**src/rtl/csr_exec_unit_pkg.sv**
```systemverilog
// Shared types for the CSR execution stage: CSR addresses, funct3 encoding,
// the output-register payload and ROB age comparison.
package csr_exec_unit_pkg;
  localparam int XLEN       = 32;
  localparam int PREG_WIDTH = 7;
  localparam int ROB_WIDTH  = 6;

  localparam logic [11:0] CSR_MSTATUS  = 12'h300;
  localparam logic [11:0] CSR_MIE      = 12'h304;
  localparam logic [11:0] CSR_MTVEC    = 12'h305;
  localparam logic [11:0] CSR_MSCRATCH = 12'h340;
  localparam logic [11:0] CSR_MEPC     = 12'h341;
  localparam logic [11:0] CSR_MCAUSE   = 12'h342;
  localparam logic [11:0] CSR_MTVAL    = 12'h343;
  localparam logic [11:0] CSR_MIP      = 12'h344;
  localparam logic [11:0] CSR_MCYCLE   = 12'hB00;
  localparam logic [11:0] CSR_MINSTRET = 12'hB02;
  localparam logic [11:0] CSR_CYCLE    = 12'hC00;
  localparam logic [11:0] CSR_INSTRET  = 12'hC02;
  localparam logic [11:0] CSR_MHARTID  = 12'hF14;

  typedef enum logic [2:0] {
    OP_NONE = 3'd0, OP_RW  = 3'd1, OP_RS  = 3'd2, OP_RC  = 3'd3,
    OP_RSV  = 3'd4, OP_RWI = 3'd5, OP_RSI = 3'd6, OP_RCI = 3'd7
  } CsrOp;

  typedef logic [ROB_WIDTH:0] rob_idx_t;

  typedef struct packed {
    logic [PREG_WIDTH-1:0] rd;
    logic [XLEN-1:0]       data;
    rob_idx_t              robIdx;
    logic                  exc;
    logic                  wen;
    logic [11:0]           waddr;
    logic [XLEN-1:0]       wdata;
  } CsrExecOut;

  // MSB is the wrap direction bit; differing directions invert the index order.
  function automatic logic older(input rob_idx_t a, input rob_idx_t b);
    if (a[ROB_WIDTH] == b[ROB_WIDTH]) return a[ROB_WIDTH-1:0] < b[ROB_WIDTH-1:0];
    return a[ROB_WIDTH-1:0] > b[ROB_WIDTH-1:0];
  endfunction

  // {hit, slot} for the plain read/write CSRs held in the flat file.
  function automatic logic [3:0] plain_slot(input logic [11:0] a);
    case (a)
      CSR_MSTATUS:  return 4'h8;
      CSR_MIE:      return 4'h9;
      CSR_MTVEC:    return 4'hA;
      CSR_MSCRATCH: return 4'hB;
      CSR_MEPC:     return 4'hC;
      CSR_MCAUSE:   return 4'hD;
      CSR_MTVAL:    return 4'hE;
      CSR_MIP:      return 4'hF;
      default:      return 4'h0;
    endcase
  endfunction
endpackage

```
**src/rtl/csr_exec_unit_regfile.sv**
```systemverilog
// Machine-mode CSR storage with free-running counters; reads see the write
// being retired in the same cycle.
module csr_regfile
  import csr_exec_unit_pkg::*;
(
  input  logic            clk,
  input  logic            rst,
  input  logic [11:0]     raddr,
  output logic [XLEN-1:0] rdata,
  output logic            illegal_addr,
  input  logic            wen,
  input  logic [11:0]     waddr,
  input  logic [XLEN-1:0] wdata,
  input  logic [1:0]      commit_num
);
  logic [7:0][XLEN-1:0] file_q, file_d;
  logic [XLEN-1:0]      mcycle_q, mcycle_d, minstret_q, minstret_d;
  logic [3:0]           wslot, rslot;
  logic                 wr_mcycle, wr_minstret;

  assign wslot       = plain_slot(waddr);
  assign rslot       = plain_slot(raddr);
  assign wr_mcycle   = wen && (waddr == CSR_MCYCLE);
  assign wr_minstret = wen && (waddr == CSR_MINSTRET);

  always_comb begin
    file_d = file_q;
    if (wen && wslot[3]) file_d[wslot[2:0]] = wdata;
    mcycle_d   = wr_mcycle   ? wdata : mcycle_q + XLEN'(1);
    minstret_d = wr_minstret ? wdata : minstret_q + XLEN'(commit_num);
  end

  always_comb begin
    rdata        = '0;
    illegal_addr = 1'b0;
    if (rslot[3]) rdata = file_d[rslot[2:0]];
    else begin
      case (raddr)
        CSR_MCYCLE,   CSR_CYCLE:   rdata = wr_mcycle   ? wdata : mcycle_q;
        CSR_MINSTRET, CSR_INSTRET: rdata = wr_minstret ? wdata : minstret_q;
        CSR_MHARTID:               rdata = '0;
        default:                   illegal_addr = 1'b1;
      endcase
    end
  end

  always_ff @(posedge clk or negedge rst) begin
    if (!rst) begin
      file_q     <= '0;
      mcycle_q   <= '0;
      minstret_q <= '0;
    end else begin
      file_q     <= file_d;
      mcycle_q   <= mcycle_d;
      minstret_q <= minstret_d;
    end
  end
endmodule

```
**src/rtl/csr_exec_unit.sv**
```systemverilog
// CSR execute stage: read-modify-write in the issue cycle, result held in a
// killable valid/ready output register; the CSR write retires on hand-off.
module csr_exec_unit
  import csr_exec_unit_pkg::*;
(
  input  logic                  clk,
  input  logic                  rst,
  input  logic                  issue_en,
  output logic                  issue_ready,
  input  logic [XLEN-1:0]       issue_rdata,
  input  logic [2:0]            issue_op,
  input  logic [4:0]            issue_imm,
  input  logic [11:0]           issue_csrid,
  input  logic [PREG_WIDTH-1:0] issue_rd,
  input  logic [ROB_WIDTH:0]    issue_robIdx,
  input  logic                  redirect,
  input  logic [ROB_WIDTH:0]    redirect_idx,
  input  logic [1:0]            commit_num,
  output logic                  wb_valid,
  input  logic                  wb_ready,
  output logic [PREG_WIDTH-1:0] wb_rd,
  output logic [XLEN-1:0]       wb_data,
  output logic [ROB_WIDTH:0]    wb_robIdx,
  output logic                  wb_exc
);
  CsrExecOut       out_q, out_d;
  logic            out_valid_q, out_valid_d;
  logic            kill, fire_in, fire_out;
  logic [XLEN-1:0] old_val, src, new_val;
  logic            illegal_addr, illegal_op, wr_intent, illegal;
  CsrOp            op;

  assign op          = CsrOp'(issue_op);
  assign kill        = redirect && out_valid_q && !older(out_q.robIdx, redirect_idx);
  assign issue_ready = !out_valid_q || wb_ready;
  assign fire_in     = issue_en && issue_ready && !redirect;
  assign fire_out    = out_valid_q && wb_ready && !kill && !out_q.exc;

  csr_regfile u_regfile (
    .clk          (clk),
    .rst          (rst),
    .raddr        (issue_csrid),
    .rdata        (old_val),
    .illegal_addr (illegal_addr),
    .wen          (fire_out && out_q.wen),
    .waddr        (out_q.waddr),
    .wdata        (out_q.wdata),
    .commit_num   (commit_num)
  );

  always_comb begin
    src        = issue_op[2] ? XLEN'(issue_imm) : issue_rdata;
    // Set/clear forms only write when rs1/zimm field is non-zero.
    wr_intent  = (issue_op[1:0] == 2'd1) || (issue_imm != '0);
    illegal_op = 1'b0;
    case (op)
      OP_RW, OP_RWI: new_val = src;
      OP_RS, OP_RSI: new_val = old_val | src;
      OP_RC, OP_RCI: new_val = old_val & ~src;
      default: begin
        new_val    = '0;
        illegal_op = 1'b1;
      end
    endcase
    illegal = illegal_op || illegal_addr || (wr_intent && (issue_csrid[11:10] == 2'b11));
  end

  always_comb begin
    out_d       = out_q;
    out_valid_d = out_valid_q;
    if (fire_in) begin
      out_valid_d  = 1'b1;
      out_d.rd     = issue_rd;
      out_d.robIdx = issue_robIdx;
      out_d.exc    = illegal;
      out_d.data   = illegal ? '0 : old_val;
      out_d.wen    = wr_intent && !illegal;
      out_d.waddr  = issue_csrid;
      out_d.wdata  = new_val;
    end else if (out_valid_q && (wb_ready || kill)) begin
      out_valid_d = 1'b0;
    end
  end

  always_ff @(posedge clk or negedge rst) begin
    if (!rst) begin
      out_q       <= '0;
      out_valid_q <= 1'b0;
    end else begin
      out_q       <= out_d;
      out_valid_q <= out_valid_d;
    end
  end

  assign wb_valid  = out_valid_q && !kill;
  assign wb_rd     = out_q.rd;
  assign wb_data   = out_q.data;
  assign wb_robIdx = out_q.robIdx;
  assign wb_exc    = out_q.exc;
endmodule

```
**config.mk**
```make
export PLATFORM = sky130hd
export DESIGN_NAME = csr_exec_unit
export DESIGN_NICKNAME = d
export VERILOG_FILES = /design/src/rtl/csr_exec_unit_pkg.sv /design/src/rtl/csr_exec_unit_regfile.sv /design/src/rtl/csr_exec_unit.sv
export SDC_FILE = /design/constraint.sdc
export NUM_CORES = 1
export LEC_CHECK = 0
export ABC_AREA = 1
export CAP_MARGIN = 20
export CELL_PAD_IN_SITES_DETAIL_PLACEMENT = 1
export CELL_PAD_IN_SITES_GLOBAL_PLACEMENT = 1
export CORE_MARGIN = 2
export CORE_UTILIZATION = 29
export CTS_BUF_LIST = sky130_fd_sc_hd__clkbuf_4
export CTS_CLUSTER_SIZE = 24
export DETAILED_ROUTE_END_ITERATION = 10
export GPL_TIMING_DRIVEN = 0
export PLACE_DENSITY_LB_ADDON = 0.1
export SLEW_MARGIN = 20
export SYNTH_ARGS = -nofsm -noshare
export SYNTH_HDL_FRONTEND = slang
export SYNTH_SLANG_ARGS = --single-unit
export TNS_END_PERCENT = 50
```
**constraint.sdc**
```tcl
create_clock -name clk -period 2.9 [get_ports clk]
set_clock_uncertainty 0.2 [all_clocks]
set_input_delay 0.58 -clock clk [delete_from_list [all_inputs] [get_ports clk]]
set_output_delay 0.58 -clock clk [all_outputs]
set_load 0.05 [all_outputs]
```
==> metrics.md, run 1 <==
| Metric | Value |
|---|---|
| Status | `complete, but fails checks` |
| Failing checks | `setup timing` |
| Worst vdd ir | `331.3 uV` |
| Mapped cell area | `26,550 um2` |
| Highest routed layer | `met4` |
| Gate Count Post-Synth | `3,974` |
| Critical path data required time | `3.59 ns` |
| CP Capture Type | `flop` |
| Worst flop-to-flop path endpoint | `out_q[26]$_DFFE_PN0P_` |
| Hpwl dp | `94,010 um` |
| Setup violators final | `74` |
| CP Launch Point | `out_q[39]$_DFFE_PN0P_` |
| Fin crit period | `3.355 ns` |
| Fin. max-slew vios | `0` |
| Antenna-violating nets left | `0` |
| Critical Path End | `out_q[26]$_DFFE_PN0P_` |
| Number of flops mapped to enable cells by yosys | `0` |
| Max Root-Sink Buffers | `3` |
| CTS tree | `done` |
| Synth async-reset ratio | `1.000` |
| Post-synthesis register bit count | `413` |
| LEAKAGE | `19.30 nW` |
| Final worst-path cycle share | `1.157` |
| HP Class | `in2reg` |
| Vias | `28,390` |
| Largest net degree at the start of global routing | `88` |
| Number of global-route vias before repair | `29,870` |
| Reg-to-Reg Start | `out_q[39]$_DFFE_PN0P_` |
| Slew @ Worst Pin | `1.225 ns` |
| Peak Freq | `0.2981 GHz` |
| R2R Setup Slk | `-0.45 ns` |
| Final Hold Fails | `0` |
| Post-Route WL | `129,000 um` |
| Area delta synth->final | `39.97%` |
| Top cells by area, synth | `dfrtp_1 (39%), nand2_1 (19%), nand3_1 (10%), o21ai_0 (7.1%), inv_1 (6.3%)` |
| Layout fillers | `11,060` |
| Residual DRC count | `0` |
| Multi-input combinational cell area | `16,720 um2` |
| Crit-path max FO | `6` |
| First-pass GRT wire length | `191,100 um` |
| Seq/Total Area, Yosys | `0.3893` |
| Num CTS Buffers | `142` |
| Critical Path Source Type | `flop` |
| Top FF cell, synth | `dfrtp_1` |
| Fin cells | `5,677` |
| Placed insts | `5,284` |
| Die Footprint | `93,980 um2` |
| Die width | `306.6 um` |
| Critical setup path kind | `reg2reg` |
| Clock sinks | `413` |
| Root buffer cell | `clkbuf_4` |
| # rows | `110` |
| PD cells | `398.5 nW/um2` |
| Fin nets | `4,484` |
| Drt wl/cell | `22.72 um` |
| Starting DRT DRC Count | `1,510` |
| Via density | `5.001` |
| Initial Utilization | `0.2936` |
| Max Cap Viol | `0` |
| Worst-path clk slew | `0.06 ns` |
| Met3 WL post-DR | `5525 um` |
| Port bufs | `127` |
| PnR worst setup slack | `-0.4546 ns` |
| Syn Nets | `4,064` |
| Synth Warn # | `0` |
| Initial antenna violation count | `2` |
| Io pins | `129` |
| Synth unique cells | `49` |
| Register-to-Register Path Depth | `24` |
| 1st-pass router iterations | `5` |
| Clock H-tree levels | `4` |
| RSZ-0062 raised after global routing | `yes` |
| Worst-Skew Late Latency | `1.02 ns` |
| GRT Overall Usage | `0.2719` |
| Critical path arrival | `4.05 ns` |
| Synth area leader | `dfrtp_1` |
| Pre-CTS setup slack | `-2.457 ns` |
| Core ar. | `90,420 um2` |
| Gp weighted congestion | `0.8628` |
| DP Area | `29,540 um2` |
| Metal-1 WL | `57,570 um` |
| Met2 WL post-DR | `61,710 um` |
| Die Height | `306.6 um` |
| Syn_area_per_cell | `6.680 um2` |
| Total grt overflow | `0` |
| Layout cells sized above 1 | `0.2577` |
| Post-route cell area | `37,160 um2` |
| Slew headroom | `0.1834` |
| Reg area | `10,330 um2` |
| Post-synth top area share | `0.3893` |
-- cells by family (layout without fill, tap and decap cells) --
family	after synthesis	in the layout	share of synthesized area
compound gates	446	446	0.08691
xor+xnor	24	24	0.007918
fa+ha+maj	10	10	0.004996
buf+inv	748	1271	0.1174
flops	413	413	0.3893
mux	79	79	0.03007
other cells	0	3	0
simple gates	2254	2255	0.3635
-- Yosys cell counts (8+ instances only) --
master,n
nand3_1,549
buf_4,59
nor3_1,32
buf_1,14
dfrtp_1,413
nor2_1,148
clkbuf_1,177
nand4_1,19
buf_2,29
inv_2,8
xor2_1,19
a21oi_1,35
o21a_1,8
nand2_1,1365
mux2i_1,73
o21ai_0,378
ha_1,9
inv_1,448
and2_1,112
-- how the worst min path moves through the flow --
stage | from | end | slack (ns) | cells after the start
floorplan | rst | out_q[0]$_DFFE_PN0P_ | 0.08 | 0
global placement | u_regfile.minstret_q[16]$_DFF_PN0_ | u_regfile.minstret_q[16]$_DFF_PN0_ | 0.23 | 1
detailed placement | u_regfile.minstret_q[16]$_DFF_PN0_ | u_regfile.minstret_q[16]$_DFF_PN0_ | 0.24 | 1
CTS | issue_rdata[14] | out_q[14]$_DFFE_PN0P_ | 0.005 | 7
global route | issue_rdata[14] | out_q[14]$_DFFE_PN0P_ | 0.13 | 7
finish | issue_rdata[14] | out_q[14]$_DFFE_PN0P_ | 0.14 | 7
-- registers in the layout (all words and copies together), names as in the netlist --
signal and flops:
wb_data 32, u_regfile.mcycle_q 32, wb_rd 7, wb_exc 1, out_q 45, u_regfile.minstret_q 32
out_valid_q 1, u_regfile.file_q 256, wb_robIdx 7
-- where the power goes --
part	switching (mW)	leakage [nW]	internal [mW]	total [mW]
registers	0.170	4.78	5.94	6.11
logic	1.31	13.4	0.642	1.95
clock network	3.16	1.10	3.60	6.76
-- metal layers --
| metal | GRT usage | vias up |
|---|---|---|
| li1 | - | 13470 |
| met1 | 0.3559 | 14110 |
| met2 | 0.4582 | 596 |
| met3 | 0.03873 | 220 |
| met4 | 0.09371 | 0 |
| met5 | 0 | - |
-- layout by cell type (no fill, tap or decap), types with 6 or more instances in the layout --
cell type	count
nand2_1	1240
inv_1	438
dfrtp_1	413
o21ai_0	300
nand3_2	247
clkbuf_4	242
nand3_1	197
buf_4	140
nor2_1	120
and2_1	112
nand3_4	107
clkbuf_1	86
clkdlybuf4s50_1	77
nand2_2	75
mux2i_1	73
o21ai_1	62
clkbuf_2	55
nand2_4	52
dlygate4sd3_1	48
buf_6	32
a21oi_1	30
buf_12	27
nor2_4	23
nor3_1	23
inv_2	22
nand4_1	19
xor2_1	19
buf_2	18
o21ai_2	18
clkinv_1	16
buf_8	15
buf_16	11
dlymetal6s2s_1	11
nor2_2	9
nor3_4	8
o21a_1	8
clkbuf_16	7
clkbuf_8	6
-- final cells by class --
cell class | count | area share
inverter | 459 | 0.04684
multi-input combinational | 2814 | 0.4501
clock buffer | 220 | 0.04445
buffer | 283 | 0.05421
sequential | 413 | 0.2781
tap | 1176 | 0.03960
antenna | 3 | 0.0002020
clock inverter | 28 | 0.004613
timing repair buffer | 281 | 0.08189
-- what timing repair did --
item | in CTS | in global routing
resized for setup | 764 | 459
pin swaps | 159 | 157
setup endpoints to repair | 431 | 169
hold buffers | 49 | 0
gates cloned | 8 | 5
endpoints found under the hold margin | 169 | 0
setup buffers | 53 | 38
-- worst max-delay path, cell delays in order, from the launching register on --
cell and delay (ns):
dfrtp_1 0.37, inv_2 0.10, nand2_2 0.07, nor2_4 0.15
buf_6 0.14, buf_6 0.10, nand3_4 0.08, nand2_4 0.09
nor2_4 0.04, and2_4 0.21, buf_12 0.16, nor2_8 0.15
buf_12 0.15, buf_16 0.16, buf_12 0.14, buf_12 0.14
nand2_4 0.05, nand3_2 0.07, nand3_2 0.10, nand3_4 0.12
nand3_4 0.15, nand3_2 0.12, nand2_1 0.05, nand2_1 0.05
nand2_1 0.05
-- per-stage QoR --
| step | TNS, ns | utilization | hold slack (ns) | total power [mW] |
|---|---|---|---|---|
| after floorplan | -0.001096 | - | 0.08441 | 7.005 |
| after global routing | -33.11 | 0.4109 | 0.1280 | 15.50 |
| after detailed placement | -428.13 | 0.3267 | 0.2377 | 7.849 |
| after CTS | -35.82 | 0.3941 | 0.004804 | 14.91 |
| after global placement | -8755.85 | 0.3248 | 0.2280 | 7.822 |
| final | -22.48 | 0.4109 | 0.1420 | 14.81 |
Power figures use the tool's default switching activity.
==> inputs of run 2 (changes only) <==
--- a/config.mk
+++ b/config.mk
@@ -16,6 +16,7 @@
 export DETAILED_ROUTE_END_ITERATION = 10
 export GPL_TIMING_DRIVEN = 0
 export PLACE_DENSITY_LB_ADDON = 0.1
+export SKIP_CTS_REPAIR_TIMING = 1
 export SLEW_MARGIN = 20
 export SYNTH_ARGS = -nofsm -noshare
 export SYNTH_HDL_FRONTEND = slang
==> metrics.md, run 2 (synthesis results as in run 1) <==
| Metric | Value |
|---|---|
| Worst vdd ir | `362.6 uV` |
| Status | `complete, but fails checks` |
| Largest Register | `u_regfile.file_q` |
| 1st-pass router iterations | `5` |
| Final worst-path cycle share | `1.174` |
| Worst-path clk slew | `0.07 ns` |
| Total grt overflow | `0` |
| RSZ-0062 raised after global routing | `yes` |
| Slowest CP cell | `dfrtp_1` |
| Crit path buffers/inverters | `8` |
| Power share of the clock group | `0.459` |
| Critical path arrival | `4.20 ns` |
| Die width | `306.6 um` |
| Residual DRC count | `0` |
| HP Class | `in2reg` |
| Crit-path max FO | `10` |
| Area delta synth->final | `31.85%` |
| Critical path data required time | `3.70 ns` |
| M1 GR Usage | `0.3492` |
| Failing checks | `setup timing` |
| Fin Setup TNS | `-30.51 ns` |
| Fin crit period | `3.403 ns` |
| Commonest non-fill, non-tap cell in the layout | `nand2_1` |
| Port bufs | `127` |
| CP delay by family, top | `simple AND/OR/NAND/NOR gates` |
| Core ar. | `90,420 um2` |
| GR peak layer | `met2` |
| Clock sinks | `413` |
| Initial Utilization | `0.2936` |
| Setup violators final | `94` |
| Layout fillers | `11,210` |
| CP Capture Type | `flop` |
| Initial antenna violation count | `3` |
| Final Hold Fails | `0` |
| Largest net degree at the start of global routing | `88` |
| Antenna-violating nets left | `0` |
| PnR worst setup slack | `-0.5034 ns` |
| Psw | `4.582 mW` |
| Layout cells sized above 1 | `0.2024` |
| PD cells | `420.4 nW/um2` |
| Comb power frac | `0.126` |
| Num CTS Buffers | `142` |
| Die Footprint | `93,980 um2` |
| Slew @ Worst Pin | `1.221 ns` |
| M3 GR Usage | `0.03604` |
| Clock H-tree levels | `4` |
| Vias | `27,930` |
| Multi-input combinational cell area | `15,310 um2` |
| Peak Freq | `0.2938 GHz` |
| Reg area | `10,330 um2` |
| First-pass GRT wire length | `183,800 um` |
| Gp weighted congestion | `0.8628` |
| Post-Route WL | `126,700 um` |
| Largest register FFs | `256` |
| Fin. max-slew vios | `0` |
| Met2 global-route usage | `0.4379` |
| Worst path most repeated cell | `nand2_1` |
| Total power draw | `14.72 mW` |
| Starting DRT DRC Count | `1,672` |
| Die Height | `306.6 um` |
| Root buffer cell | `clkbuf_4` |
| Max Cap Viol | `0` |
| Most frequent cells in the layout | `nand2_1 (1,303), inv_1 (441), dfrtp_1 (413)` |
| Max Root-Sink Buffers | `3` |
| Critical Path Source Type | `flop` |
| Via density | `4.971` |
| Slew headroom | `0.1863` |
| Internal power | `10.13 mW` |
| Sequential fraction of design power | `0.415` |
| Critical setup path kind | `reg2reg` |
| Drt wl/cell | `22.55 um` |
| LEAKAGE | `18.04 nW` |
| Number of global-route vias before repair | `28,600` |
| CTS tree | `done` |
| Switching share of power | `0.3113` |
| # rows | `110` |
| Worst-Skew Late Latency | `1.08 ns` |
| GRT Overall Usage | `0.2624` |
| Fin nets | `4,422` |
| CP max stage delay | `0.39 ns` |
| Hpwl dp | `94,010 um` |
| Io pins | `129` |
| CP Cell Sequence | `inv_2, nand2_4, nor2_8, buf_6, nand3_4, nand2_2, nor2_4, and2_4, buf_12, buf_12, nor2_8, buf_6, inv_6, buf_12, buf_8, nand2_1, nand3_1, nand3_2, nand3_2, nand3_4, nand3_1, nand2_1, nand2_1, nand2_1` |
| Largest regs | `u_regfile.file_q (256), out_q (45)` |
[run 2: final timing paths]
| check | cells past startpoint | end | slack, ns | from |
|---|---|---|---|---|
| worst min-delay path | 3 | out_q[34]$_DFFE_PN0P_ | 0.009 | issue_csrid[2] |
| worst min register to register | 1 | u_regfile.minstret_q[16]$_DFF_PN0_ | 0.24 | u_regfile.minstret_q[16]$_DFF_PN0_ |
| min in group asynchronous | 4 | u_regfile.file_q[97]$_DFF_PN0_ | 0.44 | rst |
| worst max-delay path | 24 | out_q[30]$_DFFE_PN0P_ | -0.50 | out_q[42]$_DFFE_PN0P_ |
| worst max register to register | 24 | out_q[30]$_DFFE_PN0P_ | -0.50 | out_q[42]$_DFFE_PN0P_ |
| max in group asynchronous | 7 | wb_data[17]$_DFFE_PN0P_ | 0.40 | rst |
[run 2: per-stage QoR]
step,std cells,instance area [um2],hold slack (ns),util,setup slack [ns]
floorplan,3974,26620,0.08441,-,-0.001096
global placement,5277,29370,0.2280,0.3248,-20.23
detailed placement,5284,29540,0.2377,0.3267,-2.457
CTS,5532,31360,-0.8457,0.3469,-1.717
global route,5616,35000,-0.01324,0.3870,-0.6389
finish,5619,35000,0.009008,0.3871,-0.5034
[run 2: power groups by stage]
stage | logic (mW) | registers, mW | clock network (mW)
2_1_floorplan | 0.870 | 6.13 | 0
3_3_place_gp | 1.62 | 6.20 | 0
3_5_place_dp | 1.65 | 6.19 | 0
4_1_cts | 1.66 | 6.09 | 6.98
5_1_grt | 2.02 | 6.11 | 7.28
6_report | 1.86 | 6.10 | 6.76
[run 2: tightest hold or removal path, stage by stage]
cell             delay, ns
clkdlybuf4s50_1       0.46
nand2_1               0.09
o21ai_0               0.07
[run 2: area by class of cell]
cell class                 count  share of cell area
multi-input combinational   2814              0.4374
sequential                   413              0.2952
timing repair buffer         214             0.06777
buffer                       288             0.05540
inverter                     459             0.04958
clock buffer                 220             0.04718
tap                         1176             0.04203
clock inverter                28            0.004897
antenna                        7           0.0005004
[run 2: layer usage]
layer / vias up / part of all wire
met5: - / 0
met4: 0 / 0.025
met3: 185 / 0.037
met2: 538 / 0.48
met1: 13850 / 0.46
li1: 13360 / -
==> inputs of run 3 (changes only) <==
--- a/config.mk
+++ b/config.mk
@@ -17,7 +17,7 @@
 export GPL_TIMING_DRIVEN = 0
 export PLACE_DENSITY_LB_ADDON = 0.1
 export SKIP_CTS_REPAIR_TIMING = 1
-export SLEW_MARGIN = 20
+export SLEW_MARGIN = 30
 export SYNTH_ARGS = -nofsm -noshare
 export SYNTH_HDL_FRONTEND = slang
 export SYNTH_SLANG_ARGS = --single-unit
==> metrics.md, run 3 (synthesis results as in run 1) <==
| Metric | Value |
|---|---|
| Initial Utilization | `0.2936` |
| Reg area | `10,330 um2` |
| Critical path arrival | `4.17 ns` |
| Gp weighted congestion | `0.8628` |
| Status | `complete, but fails checks` |
| Crit path buffers/inverters | `3` |
| Io pins | `129` |
| Drt wl/cell | `22.50 um` |
| Fin. max-slew vios | `0` |
| Setup violators final | `144` |
| Vias | `28,220` |
| Port bufs | `127` |
| Number of global-route vias before repair | `28,730` |
| Largest register FFs | `256` |
| Die Footprint | `93,980 um2` |
| Critical path data required time | `3.62 ns` |
| Max Cap Viol | `0` |
| CP Capture Type | `flop` |
| Peak Freq | `0.2901 GHz` |
| HP Class | `in2reg` |
| Largest Register | `u_regfile.file_q` |
| CP Cell Sequence | `ha_4, nand2_4, nor2_4, nand2_2, nand3_2, nand2_2, nand3_4, nand3_4, buf_12, nor2_8, buf_12, clkbuf_16, nand2_1, nand3_1, nand3_1, nand3_2, nand3_4, nand3_1, nand2_1, nand2_1, nand2_1` |
| Placed insts | `5,285` |
| 1st-pass router iterations | `5` |
| Fin util | `0.3872` |
| Most frequent cells in the layout | `nand2_1 (1,315), inv_1 (441), dfrtp_1 (413)` |
| Worst path most repeated cell | `nand2_1` |
| Clock sinks | `413` |
| GRT Overall Usage | `0.2628` |
| PnR worst setup slack | `-0.5469 ns` |
| Highest routed layer | `met4` |
| Initial antenna violation count | `3` |
| Layout cells sized above 1 | `0.1900` |
| Crit-path max FO | `7` |
| Max Root-Sink Buffers | `3` |
| Die Height | `306.6 um` |
| Metal-1 WL | `57,420 um` |
| Core ar. | `90,420 um2` |
| Post-Route WL | `127,100 um` |
| Met2 WL post-DR | `60,690 um` |
| Multi-input combinational cell area | `15,140 um2` |
| Via density | `4.996` |
| RSZ-0062 raised after global routing | `yes` |
| Critical setup path kind | `reg2reg` |
| Hpwl dp | `94,300 um` |
| Worst vdd ir | `342.7 uV` |
| Met3 WL post-DR | `5642 um` |
| Root buffer cell | `clkbuf_4` |
| Slew headroom | `0.06123` |
| Worst-Skew Late Latency | `1.08 ns` |
| CP delay by family, top | `simple AND/OR/NAND/NOR gates` |
| LEAKAGE | `17.98 nW` |
| Slew @ Worst Pin | `1.408 ns` |
| Final Hold Fails | `0` |
| Total power draw | `14.57 mW` |
| Fin crit period | `3.447 ns` |
| # rows | `110` |
| Commonest non-fill, non-tap cell in the layout | `nand2_1` |
| Fin cells | `5,648` |
| Clock H-tree levels | `4` |
| Layout fillers | `11,210` |
| Largest regs | `u_regfile.file_q (256), out_q (45)` |
| Starting DRT DRC Count | `1,504` |
| PD cells | `416.0 nW/um2` |
| Slowest CP cell | `dfrtp_1` |
| CTS tree | `done` |
| Total grt overflow | `0` |
| Num CTS Buffers | `143` |
| Worst-path clk slew | `0.06 ns` |
| CP max stage delay | `0.42 ns` |
| First-pass GRT wire length | `184,200 um` |
| Area delta synth->final | `31.87%` |
| Final worst-path cycle share | `1.189` |
| Critical Path Source Type | `flop` |
| Residual DRC count | `0` |
| Antenna-violating nets left | `0` |
| Failing checks | `setup timing` |
| Fin nets | `4,449` |
| Largest net degree at the start of global routing | `69` |
| Die width | `306.6 um` |
## run 3: worst min-delay path: stages
cell,delay (ns)
clkdlybuf4s50_1,0.46
nand2_1,0.09
o21ai_0,0.07
## run 3: power by group
group	switching (mW)	internal [mW]
logic	1.27	0.615
registers	0.171	5.94
clock network	3.18	3.39
## run 3: area by class of cell
type,count,share of cell area
clock inverters,45,0.005897
multi-input cells,2815,0.4324
diodes,3,0.0002144
inverters,459,0.04946
plain buffers,288,0.05411
repair buffers,239,0.07566
well taps,1176,0.04203
clock buffers,210,0.04503
flip-flops and latches,413,0.2952
## run 3: per-layer routing
metal,vias up,GRT usage
li1,13440,-
met1,13950,0.3498
met2,634,0.4392
met3,192,0.03797
met4,0,0.08265
met5,-,0
## run 3: worst paths after layout
check / depth (start not counted) / startpoint / endpoint / slack, ns
worst max register to register: 21 / wb_robIdx[5]$_DFFE_PN0P_ / out_q[22]$_DFFE_PN0P_ / -0.55
max in group asynchronous: 4 / rst / u_regfile.file_q[195]$_DFF_PN0_ / 0.86
worst min register to register: 1 / u_regfile.minstret_q[15]$_DFF_PN0_ / u_regfile.minstret_q[15]$_DFF_PN0_ / 0.24
min in group asynchronous: 4 / rst / u_regfile.file_q[192]$_DFF_PN0_ / 0.48
worst min-delay path: 3 / issue_csrid[3] / out_q[35]$_DFFE_PN0P_ / 0.02
worst max-delay path: 21 / wb_robIdx[5]$_DFFE_PN0P_ / out_q[22]$_DFFE_PN0P_ / -0.55
## run 3: through the flow
step | cell area [um2] | hold slack, ns | TNS [ns] | setup slack [ns]
after floorplan | 26620 | 0.08441 | -0.001096 | -0.001096
after global placement | 29370 | 0.2280 | -8755.85 | -20.23
after detailed placement | 29600 | 0.2309 | -421.94 | -2.513
after CTS | 31380 | -0.9659 | -241.98 | -1.727
after global routing | 35000 | 0.006959 | -58.86 | -0.7355
final | 35010 | 0.01884 | -39.03 | -0.5469
